**src/rtl/uart_mmio.sv**
```systemverilog
// uart_mmio: memory-mapped 8N1 UART for the core data-memory port.
// It has a buffered TX path (FIFO + serialiser) and an RX path
// (synchroniser, deserialiser and a one-byte holding register with flags).
// Loads return data combinationally, so single-cycle lw/sw complete in one cycle.
module uart_mmio #(
  parameter int unsigned CLOCK_FREQ = 100_000_000,
  parameter int unsigned BAUD_RATE  = 115_200,
  parameter int unsigned TX_DEPTH   = 8
) (
  input  logic        clk,
  input  logic        rst,
  input  logic        sel,
  input  logic [3:0]  addr,
  input  logic        op,
  input  logic [3:0]  mask,
  input  logic [31:0] wdata,
  output logic [31:0] rdata,
  output logic        uart_tx,
  input  logic        uart_rx
);

  localparam int unsigned CLKS_PER_BIT = CLOCK_FREQ / BAUD_RATE;
  localparam int unsigned CNT_W        = $clog2(CLKS_PER_BIT);
  localparam int unsigned PTR_W        = $clog2(TX_DEPTH);

  localparam logic [CNT_W-1:0] BIT_LAST  = CNT_W'(CLKS_PER_BIT - 1);
  localparam logic [CNT_W-1:0] HALF_LAST = CNT_W'(CLKS_PER_BIT / 2 - 1);
  localparam logic [PTR_W:0]   FIFO_FULL = (PTR_W + 1)'(TX_DEPTH);

  localparam logic [1:0] TX_IDLE  = 2'd0;
  localparam logic [1:0] TX_START = 2'd1;
  localparam logic [1:0] TX_DATA  = 2'd2;
  localparam logic [1:0] TX_STOP  = 2'd3;

  localparam logic [1:0] RX_IDLE  = 2'd0;
  localparam logic [1:0] RX_START = 2'd1;
  localparam logic [1:0] RX_DATA  = 2'd2;
  localparam logic [1:0] RX_STOP  = 2'd3;

  // Register decode
  logic [1:0] reg_idx;
  logic       wr_en, rd_en, push_req, rx_pop, flag_clr;

  assign reg_idx  = addr[3:2];
  assign wr_en    = sel && op;
  assign rd_en    = sel && !op;
  assign push_req = wr_en && (reg_idx == 2'd0) && mask[0];
  assign rx_pop   = rd_en && (reg_idx == 2'd1);
  assign flag_clr = wr_en && (reg_idx == 2'd3) && mask[0] && wdata[0];

  // Byte lanes and offset bits the register map never looks at
  logic unused_bits;
  assign unused_bits = ^{addr[1:0], mask[3:1], wdata[31:8]};

  // TX FIFO
  logic [7:0]       fifo_mem [TX_DEPTH];
  logic [PTR_W-1:0] wr_ptr, rd_ptr;
  logic [PTR_W:0]   fifo_cnt;
  logic             tx_full, tx_empty, push_ok, tx_pop;

  // TX serialiser
  logic [1:0]       tx_state;
  logic [CNT_W-1:0] tx_cnt;
  logic [2:0]       tx_bit;
  logic [7:0]       tx_shift;
  logic             tx_busy, tx_bit_end;

  assign tx_full    = (fifo_cnt == FIFO_FULL);
  assign tx_empty   = (fifo_cnt == '0);
  assign push_ok    = push_req && !tx_full;
  assign tx_bit_end = (tx_cnt == BIT_LAST);
  // The FIFO is popped from IDLE, or at the end of STOP so frames run back-to-back
  assign tx_pop     = !tx_empty &&
                      ((tx_state == TX_IDLE) || ((tx_state == TX_STOP) && tx_bit_end));
  assign tx_busy    = (tx_state != TX_IDLE);

  // FIFO storage: written on accepted pushes only
  always_ff @(posedge clk) begin
    if (push_ok) fifo_mem[wr_ptr] <= wdata[7:0];
  end

  // FIFO pointers and occupancy; full is judged before any same-cycle pop
  always_ff @(posedge clk) begin
    if (rst) begin
      wr_ptr   <= '0;
      rd_ptr   <= '0;
      fifo_cnt <= '0;
    end else begin
      if (push_ok) wr_ptr <= wr_ptr + PTR_W'(1);
      if (tx_pop)  rd_ptr <= rd_ptr + PTR_W'(1);
      case ({push_ok, tx_pop})
        2'b10:   fifo_cnt <= fifo_cnt + (PTR_W + 1)'(1);
        2'b01:   fifo_cnt <= fifo_cnt - (PTR_W + 1)'(1);
        default: fifo_cnt <= fifo_cnt;
      endcase
    end
  end

  // TX state machine: start bit, 8 data bits LSB first, stop bit
  always_ff @(posedge clk) begin
    if (rst) begin
      tx_state <= TX_IDLE;
      tx_cnt   <= '0;
      tx_bit   <= '0;
      tx_shift <= '0;
    end else begin
      case (tx_state)
        TX_IDLE: begin
          if (tx_pop) begin
            tx_shift <= fifo_mem[rd_ptr];
            tx_cnt   <= '0;
            tx_state <= TX_START;
          end
        end
        TX_START: begin
          if (tx_bit_end) begin
            tx_cnt   <= '0;
            tx_bit   <= '0;
            tx_state <= TX_DATA;
          end else begin
            tx_cnt <= tx_cnt + CNT_W'(1);
          end
        end
        TX_DATA: begin
          if (tx_bit_end) begin
            tx_cnt <= '0;
            if (tx_bit == 3'd7) begin
              tx_state <= TX_STOP;
            end else begin
              tx_bit   <= tx_bit + 3'd1;
              tx_shift <= {1'b0, tx_shift[7:1]};
            end
          end else begin
            tx_cnt <= tx_cnt + CNT_W'(1);
          end
        end
        TX_STOP: begin
          if (tx_bit_end) begin
            tx_cnt <= '0;
            if (tx_pop) begin
              tx_shift <= fifo_mem[rd_ptr];
              tx_state <= TX_START;
            end else begin
              tx_state <= TX_IDLE;
            end
          end else begin
            tx_cnt <= tx_cnt + CNT_W'(1);
          end
        end
        default: tx_state <= TX_IDLE;
      endcase
    end
  end

  // Serial line level is a pure function of the TX state, so reset forces it high at once
  always_comb begin
    case (tx_state)
      TX_START: uart_tx = 1'b0;
      TX_DATA:  uart_tx = tx_shift[0];
      default:  uart_tx = 1'b1;
    endcase
  end

  // RX path
  logic             rx_s1, rx_s2, rx_s3;
  logic [1:0]       rx_state;
  logic [CNT_W-1:0] rx_cnt;
  logic [2:0]       rx_bit;
  logic [7:0]       rx_shift, rx_byte;
  logic             rx_valid, rx_overrun, rx_frame_err;

  // Two-flop synchroniser plus one delayed copy for falling-edge detection
  always_ff @(posedge clk) begin
    if (rst) begin
      rx_s1 <= 1'b1;
      rx_s2 <= 1'b1;
      rx_s3 <= 1'b1;
    end else begin
      rx_s1 <= uart_rx;
      rx_s2 <= rx_s1;
      rx_s3 <= rx_s2;
    end
  end

  // RX state machine and holding register; a completing byte overrides a same-cycle pop
  always_ff @(posedge clk) begin
    if (rst) begin
      rx_state     <= RX_IDLE;
      rx_cnt       <= '0;
      rx_bit       <= '0;
      rx_shift     <= '0;
      rx_byte      <= '0;
      rx_valid     <= 1'b0;
      rx_overrun   <= 1'b0;
      rx_frame_err <= 1'b0;
    end else begin
      if (rx_pop) rx_valid <= 1'b0;
      if (flag_clr) begin
        rx_overrun   <= 1'b0;
        rx_frame_err <= 1'b0;
      end
      case (rx_state)
        RX_IDLE: begin
          if (rx_s3 && !rx_s2) begin
            rx_cnt   <= '0;
            rx_state <= RX_START;
          end
        end
        RX_START: begin
          if (rx_cnt == HALF_LAST) begin
            rx_cnt   <= '0;
            rx_bit   <= '0;
            rx_state <= rx_s2 ? RX_IDLE : RX_DATA;
          end else begin
            rx_cnt <= rx_cnt + CNT_W'(1);
          end
        end
        RX_DATA: begin
          if (rx_cnt == BIT_LAST) begin
            rx_cnt   <= '0;
            rx_shift <= {rx_s2, rx_shift[7:1]};
            if (rx_bit == 3'd7) rx_state <= RX_STOP;
            else                rx_bit   <= rx_bit + 3'd1;
          end else begin
            rx_cnt <= rx_cnt + CNT_W'(1);
          end
        end
        RX_STOP: begin
          if (rx_cnt == BIT_LAST) begin
            rx_cnt   <= '0;
            rx_state <= RX_IDLE;
            if (rx_s2) begin
              rx_byte  <= rx_shift;
              rx_valid <= 1'b1;
              if (rx_valid && !rx_pop) rx_overrun <= 1'b1;
            end else begin
              rx_frame_err <= 1'b1;
            end
          end else begin
            rx_cnt <= rx_cnt + CNT_W'(1);
          end
        end
        default: rx_state <= RX_IDLE;
      endcase
    end
  end

  // Combinational load data
  always_comb begin
    rdata = '0;
    if (rd_en) begin
      case (reg_idx)
        2'd1:    rdata = {23'b0, rx_valid, rx_byte};
        2'd2:    rdata = {26'b0, rx_frame_err, tx_busy, rx_overrun, rx_valid, tx_empty, tx_full};
        default: rdata = '0;
      endcase
    end
  end

endmodule
```
**config.mk**
```make
export PLATFORM = sky130hd
export DESIGN_NAME = uart_mmio
export DESIGN_NICKNAME = d
export VERILOG_FILES = /design/src/rtl/uart_mmio.sv
export SDC_FILE = /design/constraint.sdc
export NUM_CORES = 1
export LEC_CHECK = 0
export ABC_AREA = 1
export BUFFER_PORTS_ARGS = -buffer_cell sky130_fd_sc_hd__buf_2
export CAP_MARGIN = 5
export CORE_ASPECT_RATIO = 0.9
export CORE_MARGIN = 3
export CORE_UTILIZATION = 62
export DETAILED_ROUTE_END_ITERATION = 10
export PLACE_DENSITY = 0.84
export SETUP_SLACK_MARGIN = 0.5
export SYNTH_ARGS = -nofsm -noshare
export SYNTH_HDL_FRONTEND = slang
export SYNTH_SLANG_ARGS = --single-unit
```
**constraint.sdc**
```tcl
create_clock -name clk -period 7.04 [get_ports clk]
set_clock_uncertainty 0.2 [all_clocks]
set_input_delay 0.352 -clock clk [delete_from_list [all_inputs] [get_ports clk]]
set_output_delay 0.352 -clock clk [all_outputs]
set_load 0.005 [all_outputs]
```
==> results of run 1 <==
state kept, by name, indices dropped and copies added, names as in the netlist, named ones only:
name,flops
rx_shift,8
rx_s2,1
tx_bit,3
rx_byte,8
fifo_cnt,4
fifo_mem,64
rd_ptr,3
rx_s3,1
rx_state,1
rx_bit,3
wr_ptr,3
rx_overrun,1
tx_cnt,10
tx_state,2
rx_frame_err,1
rx_s1,1
rx_valid,1
tx_shift,8
rx_cnt,10
timing repair:
item,in CTS,in global routing
gates resized for setup,0,0
hold buffers,3,0
endpoints found under the setup margin,0,0
endpoints found under the hold margin,9,0
per-stage QoR:
stage,cells,hold WS [ns],power [W]
final,910,0.01779,0.002395
after global routing,910,0.01065,0.002535
after CTS,910,0.002007,0.002393
after detailed placement,875,0.1968,0.001557
after global placement,875,0.1916,0.001523
after floorplan,764,0.1895,0.001445
worst paths after layout:
path | to | slack, ns | cells after the start
worst max register to register | fifo_cnt[2] | 4.14 | 15
worst max-delay path | fifo_cnt[2] | 4.14 | 15
worst min register to register | rx_s2 | 0.21 | 1
worst min-delay path | fifo_mem[6][7] | 0.02 | 1
power breakdown:
group          switching [W]  internal, W
logic               0.000419     0.000210
clock network       0.000321     0.000516
registers          0.0000465     0.000882
layout by cell type, fill, tap and decap left out, types with 3 or more instances in the layout:
master         netlist  layout
nand3_1             84      84
ha_1                21      21
o21ai_1              3       3
o21ai_0             31      31
buf_4               24       4
or2_2               12      12
nand2_1            154     154
nand2_2              5       5
nor3_1              13      13
edfxtp_1            64      64
a21oi_1             59      59
nor3_4               3       3
nor2_1              67      67
nand4_1              7       7
clkbuf_16            0      17
dlygate4sd3_1        0       3
clkinv_2             0       3
o21a_1               3       3
nor2_2               3       3
clkinvlp_4           0       4
dfxtp_1             73      73
buf_2                8      25
conb_1               1      23
xor2_1               6       6
inv_1               66      66
logic make-up after synthesis:
kind of cell    after synthesis  share of synthesized area
simple gates                358                     0.2541
flops                       137                     0.5253
buf+inv                     112                    0.08197
compound gates              105                    0.08644
fa+ha+maj                    21                    0.04079
xor+xnor                      8                    0.01088
other cells                   1                  0.0005822
per-layer routing:
metal | share of wire | global-route usage
met3 | 0.074 | 0.06690
met4 | 0.022 | 0.1054
met5 | 0 | 0
met2 | 0.50 | 0.3889
met1 | 0.41 | 0.2803
worst reg2reg max path, stage by stage (launching register included):
cell     delay [ns]
dfxtp_1        0.37
ha_1           0.23
nand3_1        0.15
nor2_1         0.13
nand3_1        0.08
nand2_1        0.08
nand2_1        0.13
inv_1          0.21
ha_1           0.24
nor2_1         0.05
nor2_1         0.19
ha_1           0.19
a21oi_1        0.05
xor2_1         0.16
o21ai_0        0.24
inv_1          0.06
cell type report:
cell class | instances | area, µm²
Sequential cell | 137 | 3383
Fill cell | 701 | 2755
Multi-Input combinational cell | 515 | 2613
Clock buffer | 19 | 432.9
Inverter | 68 | 255.2
Timing Repair Buffer | 32 | 185.2
Tap cell | 126 | 157.7
Clock inverter | 13 | 130.1
==> flow_summary.ini, run 1 <==
[global_routing]
grt_first_pass_wirelength_um = 21110
grt_antenna_before_repair = 0
grt_overflow_total = 0
grt_max_degree = 34
grt_pass1_vias = 4656
track_usage = 0.2315

[clock_network]
tritoncts = done
cts_max_level = 4
post_cts_buffers = 0
cts_root_buf = clkbuf_16
cts.clk_slew.worst_paths_ns = 0.06
clock-sinks = 137
clock_latency_ns = 0.42
cts_buffers = 17
cts_buffer_depth = 2

[power_and_ir_drop]
power_density_nw_per_um2 = 334.6
ir_drop_mv = 0.1987
power.leakage_nw = 2.882

[final_layout]
drive_gt1_frac = 0.1148
utilization = 0.7220
final_nets = 837
area_growth_pct = 11.11
antennaDiodeCount = 0
final_area_um2 = 7157

[die]
fp-row-count = 34
ios = 78
core_um2 = 9912
die_h_um = 102.7
start_util = 0.6498
die_w_um = 113.4
die_area_um2 = 11650

[critical_path]
startpoint = tx_cnt[0]
path_cells = ha_1, nand3_1, nor2_1, nand3_1, nand2_1, nand2_1, inv_1, ha_1, nor2_1, nor2_1, ha_1, a21oi_1, xor2_1, o21ai_0, inv_1
worst-path-max-fanout = 7
worstReg2RegStart = tx_cnt[0]
crit_type = flip-flop to flip-flop
cp_slowest_cell = dfxtp_1
crit_buf_inv = 2
end_kind = flip-flop
cp.required_ns = 7.14
start_kind = flip-flop
critical-path-top-delay-family = simple AND/OR/NAND/NOR gates
cp.arrival_ns = 3.00
max_stage_delay_ns = 0.37

[route]
drtIter0Drc = 418
drt_pass1_iterations = 5
wl_um = 12940
postRouteAntennaNets = 0
wl_per_cell_um = 14.22
via_count = 5069
routed_via_density = 5.570
drc = 0

[hold_path]
min_from = wdata[7]
hp-class = input pin to flip-flop

[status]
status = complete, no violations

[placed_design]
numPortBuffers = 25
place_area_um2 = 6564
dp_hpwl_um = 8417
place_ws_ns = 4.239
gp_congestion = 0.8597

[sta]
setup_viol = 0
fin_crit_sh = 0.4124
hold_viol_final = 0
worst_pin_slew_ns = 1.029
max_freq_mhz = 344.4
worst_slack_ns = 4.137
fin_tns_setup_ns = 0
fin_crit_ns = 2.903
drv_slew = 0
relSlewSlack = 0.3117
rsz0062_at_grt = no

[synth]
yosysMostFrequentCell = nand2_1
syn_avg_cell_area_um2 = 8.681
synthFlopType = dfxtp_1
ys_top_cells_by_count = 154 x nand2_1, 84 x nand3_1, 73 x dfxtp_1, 67 x nor2_1, 66 x inv_1
ys_seq_area_frac = 0.5253
synth_cell_types = 40
synth_cells = 742
ys_async_sr_fraction = 0
yosysWarnings = 0
syn_area_um2 = 6441
synth_top_area_cell = edfxtp_1
synth_seq_cells = 137
yosysTopAreaCellShare = 0.2984
synth-edff-count = 64
synth.area.top_cells = edfxtp_1 30%, dfxtp_1 23%, nand2_1 9.0%, nand3_1 6.5%, a21oi_1 4.6%

[job]
maxCapViolCount = 0
No activity file was read; power rests on OpenSTA's default activity.
==> run 2: changes to the inputs <==
--- a/config.mk
+++ b/config.mk
@@ -10,9 +10,9 @@
 export CAP_MARGIN = 5
 export CORE_ASPECT_RATIO = 0.9
 export CORE_MARGIN = 3
-export CORE_UTILIZATION = 62
+export CORE_UTILIZATION = 58
 export DETAILED_ROUTE_END_ITERATION = 10
-export PLACE_DENSITY = 0.84
+export PLACE_DENSITY = 0.8
 export SETUP_SLACK_MARGIN = 0.5
 export SYNTH_ARGS = -nofsm -noshare
 export SYNTH_HDL_FRONTEND = slang
==> constraint.sdc (replaced) <==
create_clock -name clk -period 2.9 [get_ports clk]
set_clock_uncertainty 0.2 [all_clocks]
set_input_delay 0.145 -clock clk [delete_from_list [all_inputs] [get_ports clk]]
set_output_delay 0.145 -clock clk [all_outputs]
set_load 0.005 [all_outputs]
==> flow_summary.ini, run 2 (same netlist as run 1, synthesis figures left out) <==
[power_and_ir_drop]
switchingPower_w = 0.001989
p_total_w = 0.006229
power_frac_seq = 0.361
pwr-share-clk = 0.370
comb_power_share = 0.269
p_sw_frac = 0.3193
ir_drop_mv = 0.5201
power.leakage_nw = 3.018
internal-power_w = 0.004240
power_density_nw_per_um2 = 830.7

[status]
status = complete, no violations

[clock_network]
cts_buffers = 17
tritoncts = done
clock-sinks = 137
cts_buffer_depth = 2
cts.clk_slew.worst_paths_ns = 0.06
cts_root_buf = clkbuf_16
cts_max_level = 4
clock_latency_ns = 0.42

[sta]
max_freq_mhz = 429.2
setup_viol = 0
relSlewSlack = 0.3792
rsz0062_at_grt = yes
hold_viol_final = 0
fin_tns_setup_ns = 0
worst_pin_slew_ns = 0.9302
fin_crit_sh = 0.8034
fin_crit_ns = 2.330
drv_slew = 0
hold_slack_ns = 0.05125

[die]
core_um2 = 10550
ios = 78
die_w_um = 117.1
die_area_um2 = 12410
start_util = 0.6103
die_h_um = 106.0
fp-row-count = 35

[critical_path]
start_kind = flip-flop
cp.required_ns = 3.01
crit_type = flip-flop to flip-flop
end_kind = flip-flop
cp.arrival_ns = 2.44
worst-path-max-fanout = 5

[route]
drtIter0Drc = 404
postRouteAntennaNets = 0
drt_pass1_iterations = 6
wl_per_cell_um = 14.77
drc = 0
routed_via_density = 5.451
wl_um = 14040
via_count = 5184

[placed_design]
gp_congestion = 0.9059
place_area_um2 = 6644
dp_hpwl_um = 8865
numPortBuffers = 25

[global_routing]
grt_antenna_before_repair = 0
grt_overflow_total = 0
track_usage = 0.2393
grt_pass1_vias = 5002
grt_first_pass_wirelength_um = 23290
grt_max_degree = 33

[hold_path]
hp-class = input pin to flip-flop

[final_layout]
area_growth_pct = 16.41
drive_gt1_frac = 0.1457
antennaDiodeCount = 0
utilization = 0.7105
largest_register_ffs = 64
regMostFlops = fifo_mem
multi_input_area_um2 = 2681
final_nets = 856
final_area_um2 = 7498
fillers = 737
reg.largest.list = fifo_mem (64), rx_cnt (10), tx_cnt (10)
final_cell_mix = 152 x nand2_1, 82 x nand3_1, 69 x dfxtp_1
final-seq-area_um2 = 3391
final_common_cell = nand2_1

[job]
maxCapViolCount = 0
[run 2: power groups by stage]
stage | clock network, W | registers, W | logic (W)
after floorplan | 0 | 0.00224 | 0.00127
after detailed placement | 0 | 0.00227 | 0.00152
after CTS | 0.00233 | 0.00224 | 0.00161
after global routing | 0.00242 | 0.00226 | 0.00189
final | 0.00231 | 0.00225 | 0.00167
after global placement | 0 | 0.00226 | 0.00145
[run 2: timing repair]
item / 4_1_cts / 5_1_grt
resized for setup: 10 / 13
buffers inserted: 3 / 1
hold buffers: 11 / 0
pin swaps: 3 / 2
endpoints found under the setup margin: 3 / 8
endpoints found under the hold margin: 75 / 0
[run 2: final cells by class]
class | count | area share
repair buffers | 51 | 0.04639
multi-input cells | 515 | 0.3576
well taps | 148 | 0.02470
clock buffers | 19 | 0.05773
clock inverters | 13 | 0.02686
flip-flops and latches | 137 | 0.4522
inverters | 68 | 0.03454
[run 2: worst paths after layout]
| path | startpoint | endpoint | slack, ns | cells after the start |
|---|---|---|---|---|
| setup / recovery | tx_state[0] | fifo_cnt[3] | 0.57 | 15 |
| hold / removal | op | rx_overrun | 0.05 | 6 |
| setup reg to reg | tx_state[0] | fifo_cnt[3] | 0.57 | 15 |
| hold reg to reg | rx_s1 | rx_s2 | 0.21 | 1 |
[run 2: critical path: stages (launching register included)]
cell and delay (ns):
dfxtp_2 0.36, inv_1 0.11, ha_2 0.22, inv_1 0.09, nand2_2 0.08, nand2_4 0.09
inv_2 0.06, ha_4 0.16, nand2_1 0.08, inv_1 0.05, nor2_2 0.14, nand2_1 0.08
o21ai_0 0.19, nand3_1 0.12, nor2_1 0.13, nor2_1 0.06
[run 2: stage by stage]
| stage | instances | setup slack (ns) |
|---|---|---|
| after floorplan | 764 | 0.5056 |
| after global placement | 904 | 0.3118 |
| after detailed placement | 904 | 0.1595 |
| after CTS | 950 | 0.5019 |
| after global routing | 951 | 0.4072 |
| final | 951 | 0.5701 |
[run 2: per-layer routing]
metal / up-vias / GRT usage / wire length (µm)
li1: 2537 / - / -
met4: 0 / 0.08927 / 368
met2: 177 / 0.4041 / 6943
met1: 2430 / 0.2988 / 5876
met3: 40 / 0.05293 / 854
met5: - / 0 / 0
